===== config.mk =====
export PLATFORM = sky130hd
export DESIGN_NAME = ntt_pair_feeder
export DESIGN_NICKNAME = d
export VERILOG_FILES = /design/src/rtl/ntt_pair_feeder.sv
export SDC_FILE = /design/constraint.sdc
export NUM_CORES = 1
export LEC_CHECK = 0
export ABC_CLOCK_PERIOD_IN_PS = 1750
export CAP_MARGIN = 20
export CELL_PAD_IN_SITES_DETAIL_PLACEMENT = 2
export CELL_PAD_IN_SITES_GLOBAL_PLACEMENT = 2
export CORE_UTILIZATION = 33
export DETAILED_ROUTE_END_ITERATION = 16
export GPL_TIMING_DRIVEN = 0
export PLACE_DENSITY = 0.8
export SYNTH_ARGS = -nofsm -noshare
export SYNTH_HDL_FRONTEND = slang
export SYNTH_SLANG_ARGS = --single-unit
export TNS_END_PERCENT = 5

===== constraint.sdc =====
create_clock -name clk -period 1.75 [get_ports clk]
set_input_delay 0.525 -clock clk [delete_from_list [all_inputs] [get_ports clk]]
set_output_delay 0.525 -clock clk [all_outputs]
set_load 0.01 [all_outputs]

===== src/rtl/ntt_pair_feeder.sv =====
// Streaming butterfly front-end: buffers the first DIST coefficients of each
// 2*DIST block and emits (x[p], x[p+DIST]) pairs with twiddle index, 1-cycle latency.
module ntt_pair_feeder #(
  parameter int DIST       = 4,
  parameter int N          = 256,
  parameter int TW_BASE    = 1,
  parameter int TW_WIDTH   = 8,
  parameter int DATA_WIDTH = 12
) (
  input  logic                  clk,
  input  logic                  rst,
  input  logic                  in_valid,
  input  logic [DATA_WIDTH-1:0] in_data,
  output logic                  pair_valid,
  output logic [DATA_WIDTH-1:0] pair [2],
  output logic [TW_WIDTH-1:0]   tw_idx,
  output logic                  frame_last
);

  localparam int POS_W = $clog2(2 * DIST);
  localparam int NBLK  = N / (2 * DIST);
  localparam int BLK_W = (NBLK > 1) ? $clog2(NBLK) : 1;
  localparam int AW    = (DIST > 1) ? $clog2(DIST) : 1;

  logic [POS_W-1:0]      pos_q, pos_d;
  logic [BLK_W-1:0]      blk_q, blk_d;
  logic                  pv_q, pv_d;
  logic                  fl_q, fl_d;
  logic [DATA_WIDTH-1:0] p0_q, p0_d;
  logic [DATA_WIDTH-1:0] p1_q, p1_d;
  logic [TW_WIDTH-1:0]   tw_q, tw_d;
  logic [DATA_WIDTH-1:0] buf_q [DIST];

  logic          pair_phase, pos_last, blk_last;
  logic [AW-1:0] addr;

  // DIST is a power of two, so pos and pos-DIST share their low bits: one address serves fill and pair phases.
  assign pair_phase = pos_q[POS_W-1];
  assign addr       = (DIST > 1) ? AW'(pos_q) : '0;
  assign pos_last   = (pos_q == POS_W'(2 * DIST - 1));
  assign blk_last   = (blk_q == BLK_W'(NBLK - 1));

  always_comb begin
    pos_d = pos_q;
    blk_d = blk_q;
    pv_d  = 1'b0;
    fl_d  = 1'b0;
    p0_d  = p0_q;
    p1_d  = p1_q;
    tw_d  = tw_q;
    if (in_valid) begin
      pos_d = pos_q + POS_W'(1);
      if (pos_last) begin
        blk_d = blk_last ? '0 : blk_q + BLK_W'(1);
      end
      if (pair_phase) begin
        pv_d = 1'b1;
        p0_d = buf_q[addr];
        p1_d = in_data;
        tw_d = TW_WIDTH'(TW_BASE) + TW_WIDTH'(blk_q);
        fl_d = pos_last && blk_last;
      end
    end
  end

  always_ff @(posedge clk) begin
    if (rst) begin
      pos_q <= '0;
      blk_q <= '0;
      pv_q  <= 1'b0;
      fl_q  <= 1'b0;
      p0_q  <= '0;
      p1_q  <= '0;
      tw_q  <= TW_WIDTH'(TW_BASE);
    end else begin
      pos_q <= pos_d;
      blk_q <= blk_d;
      pv_q  <= pv_d;
      fl_q  <= fl_d;
      p0_q  <= p0_d;
      p1_q  <= p1_d;
      tw_q  <= tw_d;
    end
  end

  always_ff @(posedge clk) begin
    if (!rst && in_valid && !pair_phase) begin
      buf_q[addr] <= in_data;
    end
  end

  assign pair_valid = pv_q;
  assign frame_last = fl_q;
  assign pair[0]    = p0_q;
  assign pair[1]    = p1_q;
  assign tw_idx     = tw_q;

endmodule


==> flow_summary_export.csv, run 1 <==
group,metric,value,unit
finish,area_delta_synth_final,26.1,%
power,power_density,1010,mW/mm2
power,power_leakage,1.55,nW
critical_path,path_cells,"clkdlybuf4s50_1 > nor3b_1 > and2_2",
run_status,violations,"setup timing",
sta,fmax,0.542,GHz
route,wl,8.64,mm
power,total_power,4.24,mW
synth,syn_avg_cell_area,13.2,um2
synth,synthTopCellsByArea,"edfxtp_1 (43%), dfxtp_1 (24%), mux4_2 (8.1%)",
global_route,grt_usage,18.3,%
synth,synth_warnings,0,
finish,drive_above_1_share,17.6,%
power,pwr-share-seq,52.7,%
critical_path,crit_family,"simple AND/OR/NAND/NOR gates",
power,pwr-share-comb,6.0,%
critical_path,reg2reg_slack,0.04,ns
critical_path,r2r_start,"pos_q[1]$_SDFFE_PP0P_",
min_path,whs_endpoint,"tw_idx[5]$_SDFFE_PP0P_",
clock_network,clk_pin_slew,0.09,ns
floorplanning,pin_count,49,
critical_path,cp_max_fo,12,
global_route,antenna_found_initial,0,
placement,dp_cells,430,
critical_path,endpoint_kind,"flip-flop",
global_route,grt_pass1_wl,13.5,mm
finish,nets,330,
placement,pre_cts_ws,-0.690,ns
finish,fillCellCount,1004,
critical_path,cp-startpoint,"rst",
sta,fin_crit,1.84,ns
placement,routabilityCongestion,0.717,
critical_path,reg2reg_depth,5,
critical_path,crit_type,"in2reg",
placement,hpwl,5.86,mm
sta,setup_viol,48,
job,drv_cap,0,
critical_path,cp_data_arrival_time,1.87,ns
synth,syn-cell-area,0.00332,mm2
power,power_switching,0.937,mW
sta,finalHoldViolCount,0,
sta,drv_slew,0,
synth,synth_seq_area_share,67.6,%
route,ant_nets,0,
route,drc_errors,0,
critical_path,crit_buf_inv,1,
sta,max-slew-margin-rel,53.2,%
floorplanning,coreArea,0.00977,mm2
clock_network,root_buffer,"clkbuf_8",
global_route,grt_max_degree,17,
min_path,min_path_cells,2,
sta,rsz0062_at_grt,"yes",
finish,fin_util,42.8,%
critical_path,regToRegEndpoint,"blk_q[3]$_SDFFE_PP0P_",
critical_path,cp-start-kind,"input port",
floorplanning,start_util,33.9,%
synth,yosysTopAreaCell,"edfxtp_1",
route,vias_per_cell,4.90,
finish,instances_no_fill,446,
sta,fin_crit_sh,105,%
floorplanning,die_area,0.0105,mm2
synth,syn_inst,251,
finish,insertedDiodeCount,0,
sta,fin_tns_setup,-3.93,ns
critical_path,cpMaxStageDelayCell,"clkdlybuf4s50_1",
power,ir_drop,440,uV
global_route,first_global_vias,2409,
clock_network,cts_buffers,9,
synth,synth_top_area_share,43.4,%
floorplanning,rows,36,
power,internal_power,3.31,mW
power,swShare,22.1,%
min_path,hold_path.class,"reg2reg",
clock_network,clk-insertion-delay-late,0.37,ns
route,drt_first_pass_iters,4,
sta,fin_skew,0.0114,ns
run_status,status,"finished, violations left",
clock_network,ctsLongestPathBuffers,2,
global_route,grt-ovfl-total,0,
sta,fin_ws,-0.0950,ns
clock_network,cts_tree,"yes",
clock_network,clock-sinks,88,
placement,io_buffers,45,
synth,synth_cell_types,31,
route,wl_per_cell,19.4,um
route,dr.first_iter.drc_count,67,
critical_path,worstPathRequired,1.78,ns
power,pwr-share-clk,41.3,%
synth,ys_ff_latch,88,
sta,tightest_slew,0.703,ns
route,vias,2187,
clock_network,htree_levels,3,
floorplanning,die_h,102,um
critical_path,max_stage_delay,0.47,ns
floorplanning,die_w,102,um
min_path,min_from,"tw_idx[5]$_SDFFE_PP0P_",
sequential cells by signal, indices dropped and copies added, names as in the netlist:
signal and cells:
p0_q 12, p1_q 12, pair_valid 1, frame_last 1, tw_idx 6, blk_q 5
buf_q 48, pos_q 3
what timing repair did:
item	4_1_cts	5_1_grt
buffers inserted	0	0
gates resized for setup	42	5
hold buffers	0	0
pin swaps	0	0
cloned	0	0
setup endpoints to repair	99	51
worst register-to-register path: cells and delay by family, from the launching register on:
family          cells  cell delay [ns]
compound gates      1             0.16
fa+ha+maj           2             0.42
flops               1             0.42
simple gates        2             0.64
through the flow:
stage	hold slack, ns	area (um2)
finish	0.456	4190
global route	0.475	4190
CTS	0.457	4170
detailed placement	0.448	3940
global placement	0.440	3940
floorplan	0.454	3320
power groups by stage:
| stage | registers, mW | clock network (mW) | logic, mW |
|---|---|---|---|
| after floorplan | 2.28 | 0 | 0.151 |
| after global placement | 2.28 | 0 | 0.246 |
| after detailed placement | 2.28 | 0 | 0.257 |
| after CTS | 2.24 | 1.80 | 0.260 |
| after global routing | 2.24 | 1.88 | 0.277 |
| final | 2.24 | 1.75 | 0.253 |
worst max path at each step:
stage / end / slack [ns] / cells after the start
after floorplan: blk_q[2]$_SDFFE_PP0P_ / 0.06 / 5
after global routing: buf_q[0][5]$_DFFE_PP_ / -0.13 / 3
after global placement: p0_q[0]$_SDFFE_PP0P_ / -0.65 / 4
after CTS: buf_q[3][1]$_DFFE_PP_ / -0.09 / 3
after detailed placement: buf_q[3][0]$_DFFE_PP_ / -0.69 / 3
final: buf_q[0][3]$_DFFE_PP_ / -0.09 / 3
synth_stat cells:
cell type and number:
nand2_1 56, edfxtp_1 48, dfxtp_1 40, a21oi_1 31
mux4_2 12, nor2_1 10, ha_1 7, buf_2 6
clkbuf_1 5, and2_1 4, buf_4 3, mux2i_1 3
xnor2_1 3, a211oi_1 2, buf_6 2, inv_1 2
o21ai_0 2, or4b_1 2, a211o_1 1, a31oi_1 1
and2_0 1, and3_1 1, and3_2 1, and3_4 1
buf_1 1, conb_1 1, nand2_2 1, nand3_1 1
nand4_1 1, nand4b_1 1, nor3b_1 1
kinds of logic after synthesis:
family | share of synthesized area, %
compound gates | 5.88
xor+xnor | 0.792
fa+ha+maj | 2.64
buf+inv | 3.17
flops | 67.6
mux | 9.05
other cells | 0.113
simple gates | 10.8
area by class of cell:
type                            instances  area [um2]  area share [%]
Buffer                                 17         101            2.42
Clock buffer                            9         124            2.96
Clock inverter                          7         126            3.02
Inverter                                2        7.51           0.179
Multi-Input combinational cell        145         997            23.8
Sequential cell                        88        2250            53.7
Tap cell                              133         166            3.98
Timing Repair Buffer                   45         414            9.90
placed cells by master, fill, tap and decap left out, types with 4 or more instances in the layout:
cell type / n
nand2_1: 56
edfxtp_1: 48
dfxtp_1: 37
a21oi_1: 31
dlygate4sd2_1: 31
clkdlybuf4s50_1: 13
mux4_2: 12
nor2_1: 10
clkbuf_8: 9
buf_2: 7
and2_2: 4
ha_1: 4
routing by layer:
layer | track usage, % | share of wire [%] | vias up
met5 | 0 | 0 | -
met4 | 7.25 | 1.5 | 0
met3 | 4.65 | 3.5 | 7
met2 | 32.3 | 54 | 50
met1 | 21.2 | 41 | 1129
li1 | - | - | 1001
Power figures use the tool's default switching activity.
==> run 2: changes to the inputs <==
--- a/config.mk
+++ b/config.mk
@@ -5,14 +5,14 @@
 export SDC_FILE = /design/constraint.sdc
 export NUM_CORES = 1
 export LEC_CHECK = 0
-export ABC_CLOCK_PERIOD_IN_PS = 1750
+export ABC_CLOCK_PERIOD_IN_PS = 2300
 export CAP_MARGIN = 20
 export CELL_PAD_IN_SITES_DETAIL_PLACEMENT = 2
 export CELL_PAD_IN_SITES_GLOBAL_PLACEMENT = 2
-export CORE_UTILIZATION = 33
+export CORE_UTILIZATION = 30
 export DETAILED_ROUTE_END_ITERATION = 16
 export GPL_TIMING_DRIVEN = 0
-export PLACE_DENSITY = 0.8
+export PLACE_DENSITY = 0.71
 export SYNTH_ARGS = -nofsm -noshare
 export SYNTH_HDL_FRONTEND = slang
 export SYNTH_SLANG_ARGS = --single-unit
==> constraint.sdc (replaced) <==
create_clock -name clk -period 2.3 [get_ports clk]
set_input_delay 0.69 -clock clk [delete_from_list [all_inputs] [get_ports clk]]
set_output_delay 0.69 -clock clk [all_outputs]
set_load 0.01 [all_outputs]
==> flow_summary_export.csv, run 2 (synthesized netlist as in run 1, its figures left out) <==
group,metric,value,unit
route,drc_errors,0,
clock_network,hold_buffers,0,
finish,drive_above_1_share,13.1,%
sta,max-slew-margin-rel,54.7,%
power,power_density,745,mW/mm2
critical_path,r2r_start,"blk_q[0]$_SDFFE_PP0P_",
sta,fin_ws,0.136,ns
run_status,status,"finished, final reports clean",
critical_path,cp-startpoint,"rst",
power,pwr-share-comb,6.3,%
clock_network,clk_pin_slew,0.08,ns
critical_path,cp-start-kind,"input port",
sta,fin_crit_sh,94.1,%
finish,final_cell_mix,"nand2_1 (56), edfxtp_1 (48), clkdlybuf4s50_1 (45)",
power,internal_power,2.42,mW
finish,regMostFlops,"buf_q",
sta,rsz0062_at_grt,"no",
placement,dp_cells,437,
power,ir_drop,306,uV
global_route,first_global_vias,2286,
sta,tightest_slew,0.680,ns
clock_network,htree_levels,3,
critical_path,endpoint_kind,"flip-flop",
global_route,antenna_found_initial,0,
power,total_power,3.10,mW
critical_path,max_stage_delay,0.63,ns
sta,finalHoldViolCount,0,
min_path,min_from,"p0_q[5]$_SDFFE_PP0P_",
clock_network,cts_resized,0,
clock_network,ctsLongestPathBuffers,2,
critical_path,cpMaxStageDelayCell,"and2_1",
clock_network,clock-sinks,88,
finish,largest_reg_flops,48,
sta,fin_skew,0.0154,ns
global_route,grt_pass1_wl,12.6,mm
critical_path,cp_data_arrival_time,2.16,ns
floorplanning,rows,38,
critical_path,cp_max_fo,12,
floorplanning,die_w,107,um
critical_path,path_cells,"clkdlybuf4s50_1 > nor3b_1 > and2_1",
finish,instances_no_fill,453,
finish,final_common_cell,"nand2_1",
clock_network,cts_buffers,9,
placement,placed_area,0.00395,mm2
finish,final_area,0.00417,mm2
global_route,grt_usage,15.4,%
power,power_switching,0.681,mW
clock_network,root_buffer,"clkbuf_8",
critical_path,crit_type,"in2reg",
power,power_leakage,1.38,nW
critical_path,worstPathRequired,2.29,ns
route,ant_nets,0,
route,wl_per_cell,17.6,um
finish,nets,330,
finish,area_delta_synth_final,25.6,%
placement,routabilityCongestion,0.694,
placement,io_buffers,45,
clock_network,post_cts_buffers,0,
finish,insertedDiodeCount,0,
min_path,hold_path.class,"reg2reg",
placement,hpwl,5.53,mm
floorplanning,die_area,0.0115,mm2
route,wl,7.98,mm
global_route,grt_max_degree,16,
placement,pre_cts_ws,-0.287,ns
power,pwr-share-seq,54.8,%
route,vias_per_cell,4.71,
route,drt_first_pass_iters,4,
floorplanning,die_h,107,um
power,swShare,21.9,%
route,vias,2135,
clock_network,cts_tree,"yes",
power,pwr-share-clk,38.9,%
clock_network,clk-insertion-delay-late,0.37,ns
sta,setup_viol,0,
floorplanning,start_util,30.7,%
global_route,grt-ovfl-total,0,
sta,fmax,0.462,GHz
sta,fin_crit,2.16,ns
floorplanning,coreArea,0.0108,mm2
finish,fillCellCount,1147,
route,dr.first_iter.drc_count,42,
floorplanning,pin_count,49,
finish,fin_util,38.6,%
finish,reg_top3,"buf_q: 48 flops, p0_q: 12 flops, p1_q: 12 flops",
sta,drv_slew,0,
job,drv_cap,0,
[run 2: cell count changes in the layout (fill, tap and decap cells not counted), sizes merged]
cell / delta
bufinv: -1
clkbuf: +2
clkdlybuf4s50: +32
clkinv: +2
clkinvlp: -1
dlygate4sd2: -31
dlymetal6s2s: -1
inv: -2
[run 2: through the flow]
stage	setup TNS (ns)	hold slack, ns
global route	0	0.487
global placement	-13.18	0.445
CTS	0	0.467
detailed placement	-15.84	0.454
floorplan	0	0.454
finish	0	0.460
[run 2: path summary, 6_finish.rpt]
| check | to | slack, ns | cells past startpoint |
|---|---|---|---|
| max | buf_q[3][9]$_DFFE_PP_ | 0.14 | 3 |
| min reg2reg | p0_q[5]$_SDFFE_PP0P_ | 0.46 | 2 |
| max reg2reg | blk_q[2]$_SDFFE_PP0P_ | 0.42 | 5 |
| min | p0_q[5]$_SDFFE_PP0P_ | 0.46 | 2 |
[run 2: critical path: cells and delay by family]
family / cells / cell delay [ns]
buffers and inverters: 1 / 0.48
AND/OR/NAND/NOR: 2 / 0.99
[run 2: area by class of cell]
type	instances	area, um2	share of cell area [%]
Buffer	17	97.6	2.34
Clock buffer	11	141	3.39
Clock inverter	5	80.1	1.92
Inverter	2	7.51	0.180
Multi-Input combinational cell	145	975	23.4
Sequential cell	88	2240	53.8
Tap cell	140	175	4.20
Timing Repair Buffer	45	450	10.8
[run 2: power by group through the flow]
stage	clock, mW	sequential [mW]	combinational, mW
after global placement	0	1.73	0.195
after CTS	1.23	1.70	0.202
after global routing	1.30	1.70	0.216
after detailed placement	0	1.74	0.201
after floorplan	0	1.73	0.115
final	1.21	1.70	0.197
[run 2: layer usage]
metal  up-vias  routed length (um)  track usage, %
met5         -                   0               0
met4         0                  82            4.99
met3         6                 300            4.19
met2        48                3910            24.5
met1      1083                3690            20.2
li1        998                   -               -
